File: config.mk
export PLATFORM = sky130hd
export DESIGN_NAME = trace_capture
export DESIGN_NICKNAME = d
export VERILOG_FILES = /design/src/rtl/trace_capture.sv
export SDC_FILE = /design/constraint.sdc
export NUM_CORES = 1
export LEC_CHECK = 0
export ABC_AREA = 1
export CAP_MARGIN = 20
export CELL_PAD_IN_SITES_DETAIL_PLACEMENT = 1
export CELL_PAD_IN_SITES_GLOBAL_PLACEMENT = 2
export CORE_ASPECT_RATIO = 1.5
export CORE_MARGIN = 2
export CORE_UTILIZATION = 40
export CTS_BUF_LIST = sky130_fd_sc_hd__clkbuf_4
export DETAILED_ROUTE_END_ITERATION = 16
export DONT_BUFFER_PORTS = 1
export MAX_ROUTING_LAYER = met4
export PLACE_DENSITY = 0.74
export SYNTH_ARGS = -nofsm -noshare
export SYNTH_HDL_FRONTEND = slang
export SYNTH_SLANG_ARGS = --single-unit
File: constraint.sdc
create_clock -name clk -period 5.6 [get_ports clk]
set_input_delay 1.12 -clock clk [delete_from_list [all_inputs] [get_ports clk]]
set_output_delay 1.12 -clock clk [all_outputs]
set_load 0.01 [all_outputs]
File: src/rtl/trace_capture.sv
// Trace capture block: samples ALU probe inputs into a record FIFO after a
// settle period, then serializes each record as three 32-bit words
// (op1, op2, res) over a valid/ready stream. Records are dropped when the
// FIFO is full. Capture ends after a fixed number of attempts.
module trace_capture #(
  parameter int unsigned DEPTH       = 8,   // power of 2, >= 2
  parameter int unsigned SETTLE      = 3,   // >= 1
  parameter int unsigned MAX_SAMPLES = 100  // >= 1
) (
  input  logic        clk,
  input  logic        reset,
  input  logic        cap_en,
  input  logic [1:0]  cap_sel,
  input  logic [31:0] cap_op1,
  input  logic [31:0] cap_op2,
  input  logic [31:0] cap_res,
  output logic        out_valid,
  input  logic        out_ready,
  output logic [31:0] out_data,
  output logic [1:0]  out_tag,
  output logic [1:0]  out_sel,
  output logic        out_last,
  output logic        overflow,
  output logic [7:0]  drop_count,
  output logic        done
);

  localparam int unsigned AW = $clog2(DEPTH);
  // Settle counter only needs to reach SETTLE-1.
  localparam int unsigned SW = (SETTLE > 1) ? $clog2(SETTLE) : 1;
  localparam int unsigned CW = $clog2(MAX_SAMPLES + 1);
  localparam int unsigned RW = 2 + 3 * 32;

  localparam logic [SW-1:0] SettleLast  = SW'(SETTLE - 1);
  localparam logic [CW-1:0] AttemptLast = CW'(MAX_SAMPLES - 1);

  localparam logic [1:0] StSettle  = 2'd0;
  localparam logic [1:0] StCapture = 2'd1;
  localparam logic [1:0] StStop    = 2'd2;

  localparam logic [1:0] TagOp1 = 2'd0;
  localparam logic [1:0] TagOp2 = 2'd1;
  localparam logic [1:0] TagRes = 2'd2;

  // Control state
  logic [1:0]    state_q, state_d;
  logic [SW-1:0] settle_q, settle_d;
  logic [CW-1:0] attempt_q, attempt_d;

  // Record FIFO; the extra pointer bit distinguishes full from empty.
  logic [RW-1:0] mem_q [DEPTH];
  logic [AW:0]   wr_ptr_q, wr_ptr_d;
  logic [AW:0]   rd_ptr_q, rd_ptr_d;
  logic          fifo_empty;
  logic          fifo_full;
  logic [RW-1:0] rd_rec;

  // Serializer and output registers
  logic          out_valid_q, out_valid_d;
  logic [31:0]   out_data_q, out_data_d;
  logic [1:0]    out_tag_q, out_tag_d;
  logic [1:0]    out_sel_q, out_sel_d;
  logic          out_last_q, out_last_d;
  logic [31:0]   rec_op2_q, rec_op2_d;
  logic [31:0]   rec_res_q, rec_res_d;

  // Status registers
  logic          overflow_q, overflow_d;
  logic [7:0]    drop_count_q, drop_count_d;
  logic          done_q, done_d;

  // Datapath handshakes
  logic          push_req;
  logic          handshake;
  logic          ser_free;
  logic          pop;
  logic          push;
  logic          drop;

  assign fifo_empty = (wr_ptr_q == rd_ptr_q);
  assign fifo_full  = (wr_ptr_q[AW] != rd_ptr_q[AW]) &&
                      (wr_ptr_q[AW-1:0] == rd_ptr_q[AW-1:0]);
  assign rd_rec     = mem_q[rd_ptr_q[AW-1:0]];

  assign push_req  = (state_q == StCapture) && cap_en;
  assign handshake = out_valid_q && out_ready;
  // The serializer can take a new record when idle or when the last word
  // of the current record is being accepted this cycle.
  assign ser_free  = !out_valid_q || (handshake && (out_tag_q == TagRes));
  assign pop       = !fifo_empty && ser_free;
  // A pop on the same edge frees a slot, so a full FIFO still accepts.
  assign push      = push_req && (!fifo_full || pop);
  assign drop      = push_req && fifo_full && !pop;

  // Next-state for the settle / capture / stop sequencing and attempt count
  always_comb begin
    state_d   = state_q;
    settle_d  = settle_q;
    attempt_d = attempt_q;
    case (state_q)
      StSettle: begin
        if (settle_q == SettleLast) begin
          state_d = StCapture;
        end else begin
          settle_d = settle_q + 1'b1;
        end
      end
      StCapture: begin
        if (cap_en) begin
          attempt_d = attempt_q + 1'b1;
          if (attempt_q == AttemptLast) begin
            state_d = StStop;
          end
        end
      end
      default: begin
        // StStop is left only through reset.
      end
    endcase
  end

  // Next-state for FIFO pointers
  always_comb begin
    wr_ptr_d = wr_ptr_q;
    rd_ptr_d = rd_ptr_q;
    if (push) begin
      wr_ptr_d = wr_ptr_q + 1'b1;
    end
    if (pop) begin
      rd_ptr_d = rd_ptr_q + 1'b1;
    end
  end

  // Next-state for the serializer: load on pop, otherwise step tags on handshake
  always_comb begin
    out_valid_d = out_valid_q;
    out_data_d  = out_data_q;
    out_tag_d   = out_tag_q;
    out_sel_d   = out_sel_q;
    out_last_d  = out_last_q;
    rec_op2_d   = rec_op2_q;
    rec_res_d   = rec_res_q;
    if (pop) begin
      out_valid_d = 1'b1;
      out_tag_d   = TagOp1;
      out_last_d  = 1'b0;
      out_sel_d   = rd_rec[97:96];
      out_data_d  = rd_rec[95:64];
      rec_op2_d   = rd_rec[63:32];
      rec_res_d   = rd_rec[31:0];
    end else if (handshake) begin
      case (out_tag_q)
        TagOp1: begin
          out_tag_d  = TagOp2;
          out_data_d = rec_op2_q;
        end
        TagOp2: begin
          out_tag_d  = TagRes;
          out_data_d = rec_res_q;
          out_last_d = 1'b1;
        end
        default: begin
          out_valid_d = 1'b0;
          out_tag_d   = TagOp1;
          out_last_d  = 1'b0;
        end
      endcase
    end
  end

  // Next-state for overflow, saturating drop counter and sticky done
  always_comb begin
    overflow_d   = overflow_q;
    drop_count_d = drop_count_q;
    if (drop) begin
      overflow_d = 1'b1;
      if (drop_count_q != 8'hFF) begin
        drop_count_d = drop_count_q + 1'b1;
      end
    end
    done_d = done_q || ((state_q == StStop) && fifo_empty && !out_valid_q);
  end

  // FIFO storage; contents need no reset since the pointers define validity
  always_ff @(posedge clk) begin
    if (push) begin
      mem_q[wr_ptr_q[AW-1:0]] <= {cap_sel, cap_op1, cap_op2, cap_res};
    end
  end

  // State registers with asynchronous reset
  always_ff @(posedge clk or posedge reset) begin
    if (reset) begin
      state_q      <= StSettle;
      settle_q     <= '0;
      attempt_q    <= '0;
      wr_ptr_q     <= '0;
      rd_ptr_q     <= '0;
      out_valid_q  <= 1'b0;
      out_data_q   <= '0;
      out_tag_q    <= '0;
      out_sel_q    <= '0;
      out_last_q   <= 1'b0;
      rec_op2_q    <= '0;
      rec_res_q    <= '0;
      overflow_q   <= 1'b0;
      drop_count_q <= '0;
      done_q       <= 1'b0;
    end else begin
      state_q      <= state_d;
      settle_q     <= settle_d;
      attempt_q    <= attempt_d;
      wr_ptr_q     <= wr_ptr_d;
      rd_ptr_q     <= rd_ptr_d;
      out_valid_q  <= out_valid_d;
      out_data_q   <= out_data_d;
      out_tag_q    <= out_tag_d;
      out_sel_q    <= out_sel_d;
      out_last_q   <= out_last_d;
      rec_op2_q    <= rec_op2_d;
      rec_res_q    <= rec_res_d;
      overflow_q   <= overflow_d;
      drop_count_q <= drop_count_d;
      done_q       <= done_d;
    end
  end

  assign out_valid  = out_valid_q;
  assign out_data   = out_data_q;
  assign out_tag    = out_tag_q;
  assign out_sel    = out_sel_q;
  assign out_last   = out_last_q;
  assign overflow   = overflow_q;
  assign drop_count = drop_count_q;
  assign done       = done_q;

endmodule

==> results by group, run 1 <==
STA
  – Fin. Hold Viols: 0
  – Final Setup Violations: 0
  – Min Tclk post-route: 3.82 ns
  – Final worst-path cycle share: roughly two thirds
  – Slew HR: ~28%
  – Setup TNS: 0 ns
  – Worst Tran Pin Value: between 1 and 1.5 ns
  – Hold Worst Slack: ~0.18 ns
  – Fin Clk Skew: around 0.06 ns
  – F_max: 262 MHz
  – RSZ-0062 raised after global routing: no
  – Max-slew violation count: 0

GRT
  – Most used routing layer: met2
  – First-pass GRT wire length: 160 mm
  – Total grt overflow: 0
  – Gr usage total: between 20% and 30%
  – Initial antenna violation count: 11
  – Met3 GRT Util: under 10%
  – Met2 Use GR: between 30% and 40%
  – Largest net degree at the start of global routing: approximately 180
  – Vias in the first global route: around 26k
  – Met1 Use GR: a little over a quarter

Critical path
  – Crit-path cells: inv_8, nand2_1, nand2_1, nor2_2, nand4_1, nand2_1, nor2_4, buf_12
  – CP top delay family: simple AND/OR/NAND/NOR gates
  – Slowest CP cell: nor2_4
  – CP arrival: between 4 and 5 ns
  – Worst Path Required: about 6.4 ns
  – Critical Path Sink Type: flop
  – Worst setup SP type: flop
  – Kind of critical path: flop to flop
  – Critical Path Max Stage Delay: 0.82 ns
  – Crit path top cell by count: nand2_1
  – CP Max Fanout: ~80
  – Buf+Inv Stages, Crit Path: 2

Layout
  – Share of cells above drive strength 1: a little over an eighth
  – Commonest non-fill, non-tap cell in the layout: edfxtp_1
  – # nets final: 3203
  – Area Growth Syn to Fin: 13.4%
  – Most frequent cells in the layout: edfxtp_1, nor2_1, o21ai_0

Power and ir drop
  – Leak: around 15 nW
  – Max VDD drop: between 0.0003 and 0.0004 V
  – Cell Pwr Density: between 400 and 500 nW/um2

Clock network
  – CTS Sinks: about 920
  – TritonCTS Buffers: approximately 220
  – Clock buffer depth: 3
  – Clk slew on worst S/H paths: roughly 0.09 ns
  – CTS HTree Levels: 4
  – Worst skew pair latency: 1.17 ns
  – Clock Root Buffer: clkbuf_4
  – Post CTS Setup Buffer Count: 0
  – CTS tree: yes

Placed design
  – Detail Placement HPWL: roughly 61 mm
  – Placer Congestion: 0.801
  – IO Port Bufs: 0

Synthesis
  – Syn. warnings: 0
  – Post-synthesis cell count: around 2.9k
  – Synthesized flop and latch total: around 900
  – Post-Synth Simple-Gate Area: approximately 11%
  – Synth Cell Area: between 30000 and 40000 um2
  – Multiplexer share of the synthesized area: less than 1%
  – XOR/XNOR Fraction of Synth Area: 0.361%
  – Mean cell area of the mapped netlist: roughly 12 um2
  – Netlist cell types: 30
  – Syn_nets: 3037
  – Largest family of logic cells by synthesized area: simple AND/OR/NAND/NOR gates
  – Compound-Gate Fraction of Synth Area: a little over a tenth
  – Synth Area in Adders: 0.172%
  – Seq/Total Area, Yosys: ~74%

Floorplan
  – Die Width: roughly 250 um
  – Num ports: 150
  – Die area: between 90000 and 100000 um2
  – Row Count: 135
  – Initial Util: between 40 and 50%
  – Die height: 373 um
  – Core Area: ~90000 um2

Routing
  – Avg WL per Cell: around 24 um
  – Detail Route Antenna Nets: 0
  – DRT iter0 DRCs: 1697
  – Vias: roughly 24k
  – TritonRoute pass-1 iters: 5
  – # DRC: 0
  – WL final: 106 mm
  – Via density: 5.40

Run
  – Max-cap violations: 0

Worst hold path
  – Hold WC Path Type: input port to flop

Status
  – Outcome: finished, final reports clean
logic make-up (layout without fill, tap and decap cells):
kind of cell | Yosys count | after routing
fa+ha+maj | 5 | 5
other cells | 0 | 15
xor+xnor | 15 | 15
simple gates | 1010 | 1010
compound gates | 687 | 687
flops | 915 | 915
buf+inv | 297 | 646
mux | 1 | 1
worst register-to-register path, stage by stage, from the launching register on:
cell and delay (ns):
dfrtp_4 0.69, inv_8 0.47, nand2_1 0.11, nand2_1 0.10
nor2_2 0.05, nand4_1 0.21, nand2_1 0.42, nor2_4 0.82
buf_12 0.40
routing by layer:
layer | vias up | wire length, um
met3 | 215 | 6310
li1 | 11000 | -
met5 | - | 0
met2 | 626 | 52600
met4 | 0 | 3570
met1 | 12300 | 43100
layout make-up:
cell class | count | area [um2]
fillers | 9609 | 49000
flip-flops and latches | 915 | 26800
multi-input cells | 1718 | 8260
clock buffers | 332 | 2490
well taps | 1164 | 1460
repair buffers | 139 | 1380
inverters | 107 | 419
clock inverters | 68 | 369
diodes | 15 | 37.5
power breakdown:
group / switching [W] / total [W] / internal [W]
logic: 0.00405 / 0.00566 / 0.00161
clock network: 0.00270 / 0.00554 / 0.00284
registers: 0.000805 / 0.00860 / 0.00780
total: 0.00755 / 0.0198 / 0.0123
Yosys cell counts (all sizes together):
cell,count,area share [%]
nor4,1,0.017
buf,108,1.8
xnor2,3,0.072
clkbuf,82,0.85
xor2,12,0.29
clkinv,1,0.010
ha,5,0.17
nand3,137,2.0
dfrtp,131,9.0
a21oi,70,0.96
nand2,357,3.7
inv,106,1.1
mux2,1,0.031
nand4,9,0.15
nor2,504,5.2
o21ai,417,5.7
o21bai,2,0.041
o211ai,192,4.0
nor3,2,0.028
edfxtp,784,65
o22ai,6,0.10
per-stage QoR:
step                      worst slack (ns)  power, W  instances  area, um2  utilization (%)
after floorplan                     -0.712    0.0123       2930      36400                -
after global routing                  1.47    0.0210       4458      41200             45.7
final                                 1.78    0.0198       4458      41200             45.7
after CTS                             1.75    0.0201       4443      41200             45.7
after global placement                1.85    0.0142       3944      37400             41.4
after detailed placement              1.83    0.0143       3944      37400             41.4
worst paths after layout:
kind / startpoint / end / slack, ns / cells after the start
setup reg to reg: rd_ptr_q[0] / mem_q[3][55] / 1.78 / 8
setup / recovery: rd_ptr_q[0] / mem_q[3][55] / 1.78 / 8
max in group asynchronous: reset / rd_ptr_q[0] / 3.86 / 3
hold / removal: out_ready / out_valid / 0.18 / 3
min in group asynchronous: reset / attempt_q[2] / 0.53 / 2
hold reg to reg: rec_res_q[13] / rec_res_q[13] / 0.48 / 2
registers in the layout (all words and copies together), names as in the netlist:
register and cells:
done 1, out_data 32, overflow 1, mem_q 784
out_sel 2, wr_ptr_q 4, settle_q 2, drop_count 8
out_valid 1, rd_ptr_q 4, out_last 1, state_q 2
rec_res_q 32, attempt_q 7, rec_op2_q 32, out_tag 2
what timing repair did:
action	CTS	global route
endpoints found under the setup margin	0	0
hold buffers	99	0
endpoints found under the hold margin	832	0
gates resized for setup	0	0
(Power assumes the default switching activity.)
==> run 2: changes to the inputs <==
- clock period: 5.6 -> 3.35 ns (I/O delays scaled with it)
==> run 2 against run 1 <==
Sequential cell count unchanged. Power up 70%. Fmax up 43%. Critical path depth unchanged. Critical path type unchanged. Critical endpoint is now mem_q[0][19]. First-iteration DRC count fell by 11%. Global-route usage is 0.35 points higher. Largest power group unchanged.
==> results by group, run 2 (same netlist as run 1, synthesis figures left out) <==
Routing
  – Avg WL per Cell: 24.1 um (+1.8%)
  – Detail Route Antenna Nets: 0 (unchanged)
  – WL final: 108 mm (+2.2%)
  – TritonRoute pass-1 iters: 7 (+2)
  – # DRC: 0 (unchanged)
  – Vias: 24.2k (+0.58%)
  – DRT iter0 DRCs: 1511 (-11%)
  – Via density: 5.41 (+0.17%)

Layout
  – Finished Core Util: 46.1% (+0.36 points)
  – Multi-input gate area: 8260 um2 (unchanged)
  – # fillers: 9534 (-0.78%)
  – Max reg flops: 784 (unchanged)
  – Area Growth Syn to Fin: 14.3%
  – Commonest non-fill, non-tap cell in the layout: edfxtp_1
  – # nets final: 3210 (+0.22%)
  – Share of cells above drive strength 1: 13.2% (+0.12 points)
  – Most frequent cells in the layout: edfxtp_1, nor2_1, o21ai_0
  – Sequential cell area: 26800 um2 (unchanged)

STA
  – Min Tclk post-route: 2.68 ns (-1.14 ns)
  – Final worst-path cycle share: 80.1% (+12 points)
  – Fin. Hold Viols: 0 (unchanged)
  – Max-slew violation count: 0 (unchanged)
  – RSZ-0062 raised after global routing: no
  – Setup TNS: 0 ns (unchanged)
  – Slew HR: 30.1% (+2.3 points)
  – Worst Tran Pin Value: 1.05 ns (-0.0351 ns)
  – F_max: 373 MHz (+43%)
  – Fin Clk Skew: 0.0845 ns (+0.0238 ns)
  – Final Setup Violations: 0 (unchanged)

Status
  – Outcome: finished, final reports clean

Critical path
  – CP top delay family: simple AND/OR/NAND/NOR gates
  – Crit-path cells: inv_8, nand2_1, nand2_1, nor2_2, nand4_1, nand2_1, nor2_4, buf_4
  – Slowest CP cell: dfrtp_4
  – Critical Path Sink Type: flop
  – CP Max Fanout: 34 (-57%)
  – Worst Path Required: 4.06 ns (-2.30 ns)
  – Worst setup SP type: flop
  – CP arrival: 3.39 ns (-1.19 ns)
  – Reg-to-reg endpoint: mem_q[0][19]
  – Buf+Inv Stages, Crit Path: 2 (unchanged)
  – Critical Path Max Stage Delay: 0.54 ns (-0.28 ns)
  – Kind of critical path: flop to flop
  – Number of cells on the worst reg-to-reg path: 8 (unchanged)
  – Critical R2R Launch: rd_ptr_q[0]
  – Crit path top cell by count: nand2_1
  – R2R setup slack: 0.67 ns (-1.11 ns)
  – Critical path depth: 8 (unchanged)

Placed design
  – Detail Placement HPWL: 61.3 mm (+0.93%)
  – Placer Congestion: 0.800 (about the same)
  – IO Port Bufs: 0 (unchanged)

Power and ir drop
  – Cell Pwr Density: 808 nW/um2 (+68%)
  – Max VDD drop: 0.000790 V (+99%)
  – Leak: 14.7 nW (+0.85%)

Floorplan
  – Die Width: 250 um (unchanged)
  – Core Area: 90200 um2 (unchanged)
  – Die height: 373 um (unchanged)
  – Initial Util: 40.3% (unchanged)
  – Die area: 93400 um2 (unchanged)
  – Num ports: 150 (unchanged)
  – Row Count: 135 (unchanged)

GRT
  – First-pass GRT wire length: 163 mm (+1.6%)
  – Gr usage total: 23.9% (+0.35 points)
  – Vias in the first global route: 26.0k (+1.2%)
  – Initial antenna violation count: 9 (-2)
  – Total grt overflow: 0 (unchanged)
  – Largest net degree at the start of global routing: 238 (+33%)

Run
  – Max-cap violations: 0 (unchanged)

Clock network
  – Post-cts resize count: 0 (unchanged)
  – Hold buffers post-CTS: 101 (+2.0%)
  – Worst skew pair latency: 1.16 ns (about the same)
  – CTS tree: yes
  – CTS HTree Levels: 4 (unchanged)
  – Post CTS Setup Buffer Count: 0 (unchanged)
  – Clk slew on worst S/H paths: 0.07 ns (-0.02 ns)
  – Clock Root Buffer: clkbuf_4
  – TritonCTS Buffers: 217 (+0.93%)
  – CTS Sinks: 915 (unchanged)
  – Clock buffer depth: 3 (unchanged)

Worst hold path
  – Hold WC Path Type: input port to async pin
run 2: changes by cell type in the layout (fill, tap and decap cells not counted), moves of 7 or more:
cell / before / now
clkinv_2: 9 / 2
clkbuf_4: 332 / 341
clkinv_1: 47 / 55
buf_4: 33 / 22
buf_12: 7 / 21
run 2: power breakdown:
group	switching [W]	leakage, nW	internal, W
clock network	0.00455	1.75	0.00495
logic	0.00723	4.27	0.00278
registers	0.00103	8.67	0.0130
total	0.0128	14.7	0.0208
run 2: worst max-delay path by stage:
stage	startpoint	end	slack [ns]
floorplan	out_ready	mem_q[1][0]	-0.92
detailed placement	rd_ptr_q[0]	mem_q[0][26]	0.67
finish	rd_ptr_q[0]	mem_q[0][19]	0.67
global route	rd_ptr_q[0]	mem_q[0][19]	0.48
CTS	out_tag[0]	out_tag[0]	0.60
global placement	rd_ptr_q[0]	rd_ptr_q[2]	0.64
run 2: worst register-to-register path: stages (launching register included):
cell	delay, ns
dfrtp_4	0.54
inv_8	0.22
nand2_1	0.09
nand2_1	0.09
nor2_2	0.05
nand4_1	0.11
nand2_1	0.36
nor2_4	0.28
buf_4	0.51
run 2: per-stage QoR:
stage | total power (W) | cells | setup WS [ns] | hold WS, ns | cell area, um2
final | 0.0336 | 4476 | 0.668 | 0.110 | 41600
after CTS | 0.0340 | 4459 | 0.597 | 0.00378 | 41500
after global placement | 0.0240 | 3947 | 0.642 | 0.464 | 37600
after global routing | 0.0356 | 4468 | 0.481 | 0.0813 | 41600
after detailed placement | 0.0242 | 3947 | 0.672 | 0.464 | 37600
after floorplan | 0.0206 | 2930 | -0.918 | 0.444 | 36400
run 2: metal layers:
layer / GRT usage [%] / routed length [um] / share of wire (%)
met5: - / 0 / 0
met4: 9.41 / 3890 / 3.6
met3: 6.14 / 6080 / 5.6
met2: 40.1 / 54900 / 51
met1: 27.4 / 43000 / 40
run 2: layout make-up:
class,instances,area share (%)
repair buffers,144,3.84
diodes,17,0.102
multi-input cells,1718,19.9
well taps,1164,3.50
flip-flops and latches,915,64.5
inverters,107,1.01
clock inverters,70,0.978
clock buffers,341,6.16
